### src/rtl/calc_pkg.sv
// Calculator command codes, keypad map and FSM state types
// shared by the keypad command encoder and its FIFO.
package calc_pkg;

   localparam logic [3:0] CMD_ADD  = 4'b1010;
   localparam logic [3:0] CMD_SUB  = 4'b1011;
   localparam logic [3:0] CMD_MUL  = 4'b1100;
   localparam logic [3:0] CMD_NOP  = 4'b1101;
   localparam logic [3:0] CMD_EQ   = 4'b1110;
   localparam logic [3:0] CMD_BKSP = 4'b1111;

   // Indexed by {row, col}; bit 4 marks a mapped key.
   localparam logic [15:0][4:0] KEY_MAP = {
      5'b0_0000,           {1'b1, CMD_EQ},   5'b1_0000, {1'b1, CMD_BKSP},
      {1'b1, CMD_MUL},     5'b1_1001,        5'b1_1000, 5'b1_0111,
      {1'b1, CMD_SUB},     5'b1_0110,        5'b1_0101, 5'b1_0100,
      {1'b1, CMD_ADD},     5'b1_0011,        5'b1_0010, 5'b1_0001
   };

   typedef enum logic [1:0] {
      S_SCAN,
      S_DEBOUNCE,
      S_HELD,
      S_RELEASE
   } scan_st_t;

   typedef enum logic [1:0] {
      E_IDLE,
      E_HOLD,
      E_GAP
   } emit_st_t;

   function automatic logic [1:0] lowest_col(input logic [3:0] c_n);
      if (!c_n[0])      return 2'd0;
      else if (!c_n[1]) return 2'd1;
      else if (!c_n[2]) return 2'd2;
      else              return 2'd3;
   endfunction

endpackage

### src/rtl/cmd_fifo.sv
// 4-entry x 4-bit command FIFO; a push on a full FIFO
// succeeds only when a pop happens in the same cycle.
module cmd_fifo
(
   input  logic       i_clk,
   input  logic       i_rst_n,
   input  logic       i_push,
   input  logic [3:0] i_data,
   input  logic       i_pop,
   output logic [3:0] o_data,
   output logic       o_full,
   output logic       o_empty
);

   logic [3:0] r_mem [4];
   logic [1:0] r_wp;
   logic [1:0] r_rp;
   logic [2:0] r_cnt;
   logic       w_do_pop;
   logic       w_do_push;

   assign o_full    = (r_cnt == 3'd4);
   assign o_empty   = (r_cnt == 3'd0);
   assign o_data    = r_mem[r_rp];
   assign w_do_pop  = i_pop && !o_empty;
   assign w_do_push = i_push && (!o_full || w_do_pop);

   always_ff @(posedge i_clk) begin
      if (w_do_push) r_mem[r_wp] <= i_data;
   end

   always_ff @(posedge i_clk or negedge i_rst_n) begin
      if (!i_rst_n) begin
         r_wp  <= 2'd0;
         r_rp  <= 2'd0;
         r_cnt <= 3'd0;
      end else begin
         if (w_do_push) r_wp <= r_wp + 2'd1;
         if (w_do_pop)  r_rp <= r_rp + 2'd1;
         case ({w_do_push, w_do_pop})
            2'b10:   r_cnt <= r_cnt + 3'd1;
            2'b01:   r_cnt <= r_cnt - 3'd1;
            default: r_cnt <= r_cnt;
         endcase
      end
   end

endmodule

### src/rtl/keypad_cmd_encoder.sv
// 4x4 keypad scanner + command emitter. Define KEYPAD_CMD_FIFO_EN
// to queue keys arriving while busy instead of dropping them.
module keypad_cmd_encoder
   import calc_pkg::*;
#(
   parameter int DEBOUNCE_CYCLES = 4,
   parameter int SCAN_DWELL      = 2,
   parameter int HOLD_CYCLES     = 10,
   parameter int GAP_CYCLES      = 2
)
(
   input  logic       clock,
   input  logic       reset,
   output logic [3:0] rows,
   input  logic [3:0] cols,
   output logic [3:0] cmd,
   output logic       cmd_valid,
   output logic       busy,
   output logic       dropped
);

   localparam logic [15:0] DWELL_LAST =
      16'((SCAN_DWELL > 1) ? SCAN_DWELL - 1 : 0);
   localparam logic [15:0] DEB_LAST =
      16'((DEBOUNCE_CYCLES > 1) ? DEBOUNCE_CYCLES - 1 : 0);
   localparam logic [15:0] HOLD_LAST =
      16'((HOLD_CYCLES > 1) ? HOLD_CYCLES - 1 : 0);
   localparam logic [15:0] GAP_LAST =
      16'((GAP_CYCLES > 1) ? GAP_CYCLES - 1 : 0);

   scan_st_t    r_sst, w_sst_nxt;
   logic [1:0]  r_row, w_row_nxt;
   logic [1:0]  r_col, w_col_nxt;
   logic [15:0] r_scnt, w_scnt_nxt;
   logic        w_any_low;
   logic        w_col_low;
   logic        w_accept;
   logic        w_event;
   logic [4:0]  w_key;

   emit_st_t    r_est, w_est_nxt;
   logic [15:0] r_ecnt, w_ecnt_nxt;
   logic [3:0]  r_code, w_code_nxt;
   logic        w_take;
   logic [3:0]  w_take_code;
   logic        w_pending;

   assign rows      = ~(4'b0001 << r_row);
   assign w_any_low = ~&cols;
   assign w_col_low = ~cols[r_col];
   assign w_key     = KEY_MAP[{r_row, r_col}];
   assign w_event   = w_accept && w_key[4];

   always_ff @(posedge clock or negedge reset) begin
      if (!reset) begin
         r_sst  <= S_SCAN;
         r_row  <= 2'd0;
         r_col  <= 2'd0;
         r_scnt <= 16'd0;
      end else begin
         r_sst  <= w_sst_nxt;
         r_row  <= w_row_nxt;
         r_col  <= w_col_nxt;
         r_scnt <= w_scnt_nxt;
      end
   end

   always_comb begin
      w_sst_nxt  = r_sst;
      w_row_nxt  = r_row;
      w_col_nxt  = r_col;
      w_scnt_nxt = r_scnt;
      w_accept   = 1'b0;
      case (r_sst)
         S_SCAN: begin
            if (r_scnt == DWELL_LAST) begin
               w_scnt_nxt = 16'd0;
               if (w_any_low) begin
                  w_sst_nxt = S_DEBOUNCE;
                  w_col_nxt = lowest_col(cols);
               end else begin
                  w_row_nxt = r_row + 2'd1;
               end
            end else begin
               w_scnt_nxt = r_scnt + 16'd1;
            end
         end
         S_DEBOUNCE: begin
            if (!w_col_low) begin
               w_sst_nxt  = S_SCAN;
               w_scnt_nxt = 16'd0;
            end else if (r_scnt == DEB_LAST) begin
               w_accept   = 1'b1;
               w_sst_nxt  = S_HELD;
               w_scnt_nxt = 16'd0;
            end else begin
               w_scnt_nxt = r_scnt + 16'd1;
            end
         end
         S_HELD: begin
            if (!w_col_low) begin
               w_sst_nxt  = S_RELEASE;
               w_scnt_nxt = 16'd0;
            end
         end
         S_RELEASE: begin
            if (w_col_low) begin
               w_sst_nxt  = S_HELD;
               w_scnt_nxt = 16'd0;
            end else if (r_scnt == DEB_LAST) begin
               w_sst_nxt  = S_SCAN;
               w_row_nxt  = r_row + 2'd1;
               w_scnt_nxt = 16'd0;
            end else begin
               w_scnt_nxt = r_scnt + 16'd1;
            end
         end
         default: w_sst_nxt = S_SCAN;
      endcase
   end

`ifdef KEYPAD_CMD_FIFO_EN
   logic       w_push;
   logic       w_pop;
   logic       w_full;
   logic       w_empty;
   logic [3:0] w_head;

   // An idle emitter with nothing queued takes the key directly.
   assign w_pop       = (r_est == E_IDLE) && !w_empty;
   assign w_push      = w_event && !((r_est == E_IDLE) && w_empty);
   assign w_take      = (r_est == E_IDLE) && (w_event || !w_empty);
   assign w_take_code = w_empty ? w_key[3:0] : w_head;
   assign w_pending   = !w_empty;
   assign dropped     = w_push && w_full && !w_pop;

   cmd_fifo u_fifo (
      .i_clk   (clock),
      .i_rst_n (reset),
      .i_push  (w_push),
      .i_data  (w_key[3:0]),
      .i_pop   (w_pop),
      .o_data  (w_head),
      .o_full  (w_full),
      .o_empty (w_empty)
   );
`else
   assign w_take      = (r_est == E_IDLE) && w_event;
   assign w_take_code = w_key[3:0];
   assign w_pending   = 1'b0;
   assign dropped     = w_event && (r_est != E_IDLE);
`endif

   assign busy = (r_est != E_IDLE) || w_pending;

   always_ff @(posedge clock or negedge reset) begin
      if (!reset) begin
         r_est  <= E_IDLE;
         r_ecnt <= 16'd0;
         r_code <= CMD_NOP;
      end else begin
         r_est  <= w_est_nxt;
         r_ecnt <= w_ecnt_nxt;
         r_code <= w_code_nxt;
      end
   end

   always_comb begin
      w_est_nxt  = r_est;
      w_ecnt_nxt = r_ecnt;
      w_code_nxt = r_code;
      cmd        = CMD_NOP;
      cmd_valid  = 1'b0;
      case (r_est)
         E_IDLE: begin
            if (w_take) begin
               w_est_nxt  = E_HOLD;
               w_ecnt_nxt = 16'd0;
               w_code_nxt = w_take_code;
            end
         end
         E_HOLD: begin
            cmd       = r_code;
            cmd_valid = 1'b1;
            if (r_ecnt == HOLD_LAST) begin
               w_ecnt_nxt = 16'd0;
               w_est_nxt  = (GAP_CYCLES == 0) ? E_IDLE : E_GAP;
            end else begin
               w_ecnt_nxt = r_ecnt + 16'd1;
            end
         end
         E_GAP: begin
            if (r_ecnt == GAP_LAST) begin
               w_ecnt_nxt = 16'd0;
               w_est_nxt  = E_IDLE;
            end else begin
               w_ecnt_nxt = r_ecnt + 16'd1;
            end
         end
         default: w_est_nxt = E_IDLE;
      endcase
   end

endmodule

### config.mk
export PLATFORM = sky130hd
export DESIGN_NAME = keypad_cmd_encoder
export DESIGN_NICKNAME = d
export VERILOG_FILES = /design/src/rtl/calc_pkg.sv /design/src/rtl/cmd_fifo.sv /design/src/rtl/keypad_cmd_encoder.sv
export SDC_FILE = /design/constraint.sdc
export NUM_CORES = 1
export LEC_CHECK = 0
export BUFFER_PORTS_ARGS = -buffer_cell sky130_fd_sc_hd__buf_2
export CORE_ASPECT_RATIO = 2
export CORE_UTILIZATION = 60
export DETAILED_ROUTE_END_ITERATION = 8
export PLACE_DENSITY_LB_ADDON = 0.08
export RECOVER_POWER = 50
export SETUP_SLACK_MARGIN = 0.4
export SLEW_MARGIN = 20
export SYNTH_ARGS = -nofsm -noshare
export SYNTH_HDL_FRONTEND = slang
export SYNTH_SLANG_ARGS = --single-unit
### constraint.sdc
create_clock -name clock -period 3.05 [get_ports clock]
set_input_delay 0.4575 -clock clock [delete_from_list [all_inputs] [get_ports clock]]
set_output_delay 0.4575 -clock clock [all_outputs]
set_load 0.02 [all_outputs]
==> results_dict.tcl <==
set metrics [dict create \
    status "completed" \
    h-tree-depth 2 \
    power_density_nw_per_um2 827 \
    maxCapViolations 0 \
    fillers 380 \
    final_cell_mix "40 x dfrtp_1, 25 x nor2_1, 20 x inv_1" \
    reg2regPathDepth 5 \
    avgSynthCellArea_um2 9.45 \
    power_w 0.00250 \
    wl_per_cell_um 15.2 \
    syn_to_final_growth_pct 10.0 \
    ys_types 44 \
    cts_tree "built" \
    clkLatencyLatePin_ns 0.30 \
    power.share.switching_pct 42.8 \
    finClkSkew_ns 0.00831 \
    r2r_start "r_col[0]" \
    hpwl_um 3990 \
    rsz0062_at_grt "no" \
    diodes 0 \
    viasPerCell 5.95 \
    critPathMaxFanout 4 \
    min-delay-path-class "in2async" \
    cts_sinks 44 \
    antenna_found_initial 0 \
    setup_viol 0 \
    cts_buffers 5 \
    combPwrFrac_pct 47.1 \
    synth_fp_nets 312 \
    die_y_um 97.7 \
    internal_power_w 0.00143 \
    fin_tns_setup_ns 0 \
    slew_violations 0 \
    period_share_pct 83.0 \
    overflow 0 \
    num_io_pins 17 \
    drive_gt1_share_pct 14.5 \
    cts_max_path_buffers 2 \
    die_area_um2 4870 \
    p_leak_nw 1.35 \
    drc_errors 0 \
    ys_warn_count 0 \
    worst_ep_required_time_ns 2.59 \
    cp-end-kind "output port" \
    post-route-min-period_ns 2.53 \
    cts.root.buffer_cell "clkbuf_8" \
    rows 34 \
    synthArstFlopShare_pct 100 \
    hold_viol_final 0 \
    ys_seq_elements 44 \
    grt_use_total_pct 25.3 \
    drtIter0Drc 23 \
    switchingPower_w 0.00107 \
    multi_input_area_um2 1530 \
    syn_area_um2 2750 \
    synth_edf_count 0 \
    first_global_vias 2198 \
    grt_max_degree 45 \
    clock.fmax_ghz 0.395 \
    ant_nets 0 \
    fin_nets 331 \
    num_vias 2173 \
    rrSetupSlack_ns 0.58 \
    utilization_pct 69.0 \
    clkPwrFrac_pct 19.5 \
    start_util_pct 62.7 \
    critPathKind "reg2out" \
    power.share.sequential_pct 33.4 \
    core_um2 4380 \
    start_kind "flip-flop" \
    ir_drop_mv 0.732 \
    die_w_um 49.9 \
    synthFlopType "dfrtp_1" \
    clk_pin_slew_ns 0.08 \
    grt_pass1_wl_um 9650 \
    syn_inst 291 \
    arrival_ns 2.07 \
    ys_seq_area_share_pct 40.2 \
    wl_um 5550 \
    ff_latch_area_um2 1110 \
    drt-pass1-iter-count 4 \
    final_common_cell "dfrtp_1" \
    timing.rr.end "r_ecnt[3]" \
    place_congestion 0.829 \
    tightest_slew_ns 0.592 \
    relSlewSlack_pct 60.5 \
    io_buffers 16 \
]
==> critical path: stages (launching register included) <==
cell and delay [ns]:
dfrtp_2 0.39, mux4_2 0.53, or4_4 0.54, nor3_2 0.13, buf_2 0.19
==> synthesized netlist by cell type (3+ instances only) <==
| master | n | area, µm² |
|---|---|---|
| dfrtp_1 | 41 | 1030 |
| nor2_1 | 25 | 93.8 |
| inv_1 | 20 | 75.1 |
| o21ai_0 | 19 | 95.1 |
| ha_1 | 15 | 188 |
| a22o_1 | 14 | 123 |
| nand4_1 | 13 | 81.3 |
| nand2_1 | 12 | 45.0 |
| xor2_1 | 12 | 105 |
| and3_1 | 11 | 68.8 |
| nand3_1 | 11 | 55.1 |
| nor4_1 | 11 | 68.8 |
| mux2_2 | 9 | 101 |
| clkbuf_1 | 8 | 30.0 |
| nor2b_1 | 8 | 50.1 |
| nor3_1 | 7 | 35.0 |
| a21oi_1 | 6 | 30.0 |
| and4_1 | 3 | 26.3 |
| dfstp_2 | 3 | 78.8 |
| nand2b_1 | 3 | 18.8 |
| nor3b_1 | 3 | 22.5 |
| or3_1 | 3 | 18.8 |
| xnor2_1 | 3 | 26.3 |
==> worst max-delay path by stage <==
stage	start	to	slack, ns	cells past startpoint
3_3_place_gp	cols[3]	r_ecnt[14]	0.37	6
4_1_cts	r_scnt[0]	dropped	0.40	5
2_1_floorplan	r_col[0]	dropped	0.58	3
3_5_place_dp	cols[3]	r_ecnt[3]	0.31	6
6_report	r_col[0]	dropped	0.52	4
5_1_grt	r_scnt[0]	dropped	0.44	6
==> registers in the layout, summed over array words and instances (netlist names), named ones only <==
name	count
r_ecnt	16
r_scnt	16
r_code	4
r_col	2
r_est	2
r_row	2
r_sst	1
==> final cells by class <==
cell class / count / share of cell area, %
flip-flops and latches: 44 / 36.6
clock buffers: 7 / 3.19
repair buffers: 22 / 4.01
clock inverters: 1 / 0.993
multi-input cells: 217 / 50.5
well taps: 54 / 2.23
inverters: 20 / 2.48
==> through the flow <==
stage	std cells	area [µm²]	hold WS (ns)	setup WS, ns
floorplan	291	2750	0.162	0.576
global placement	354	2870	0.487	0.371
detailed placement	354	2870	0.502	0.312
CTS	363	3010	0.346	0.402
global route	365	3020	0.193	0.435
finish	365	3020	0.150	0.519
==> layer usage <==
metal,vias up,part of all wire [%],track usage (%)
li1,1094,-,-
met4,0,2.2,11.0
met5,-,0,0
met2,30,53,45.5
met1,1038,42,28.3
met3,11,2.0,4.23
==> power groups by stage <==
stage / sequential [W] / combinational [W] / clock (W)
4_1_cts: 0.000837 / 0.00117 / 0.000503
3_5_place_dp: 0.000847 / 0.00116 / 0
5_1_grt: 0.000857 / 0.00132 / 0.000520
2_1_floorplan: 0.000764 / 0.000981 / 0
6_report: 0.000835 / 0.00118 / 0.000488
3_3_place_gp: 0.000842 / 0.00114 / 0
==> logic make-up (layout without fill, tap and decap cells) <==
group / Yosys count / after routing / synth area share, %
AO/OA/AOI/OAI: 56 / 56 / 14.4
XOR/XNOR: 15 / 15 / 4.78
adder cells (fa/ha/maj): 15 / 15 / 6.83
buffers and inverters: 30 / 50 / 4.64
flip-flops: 44 / 44 / 40.2
multiplexers: 12 / 12 / 5.23
AND/OR/NAND/NOR: 119 / 119 / 23.9
==> timing repair <==
item                                    4_1_cts  5_1_grt
pin swaps                                     1        0
endpoints found under the setup margin       12       30
resized for setup                             3        0
hold buffers                                  0        0
setup buffers                                 1        2
(Power assumes the default switching activity.)
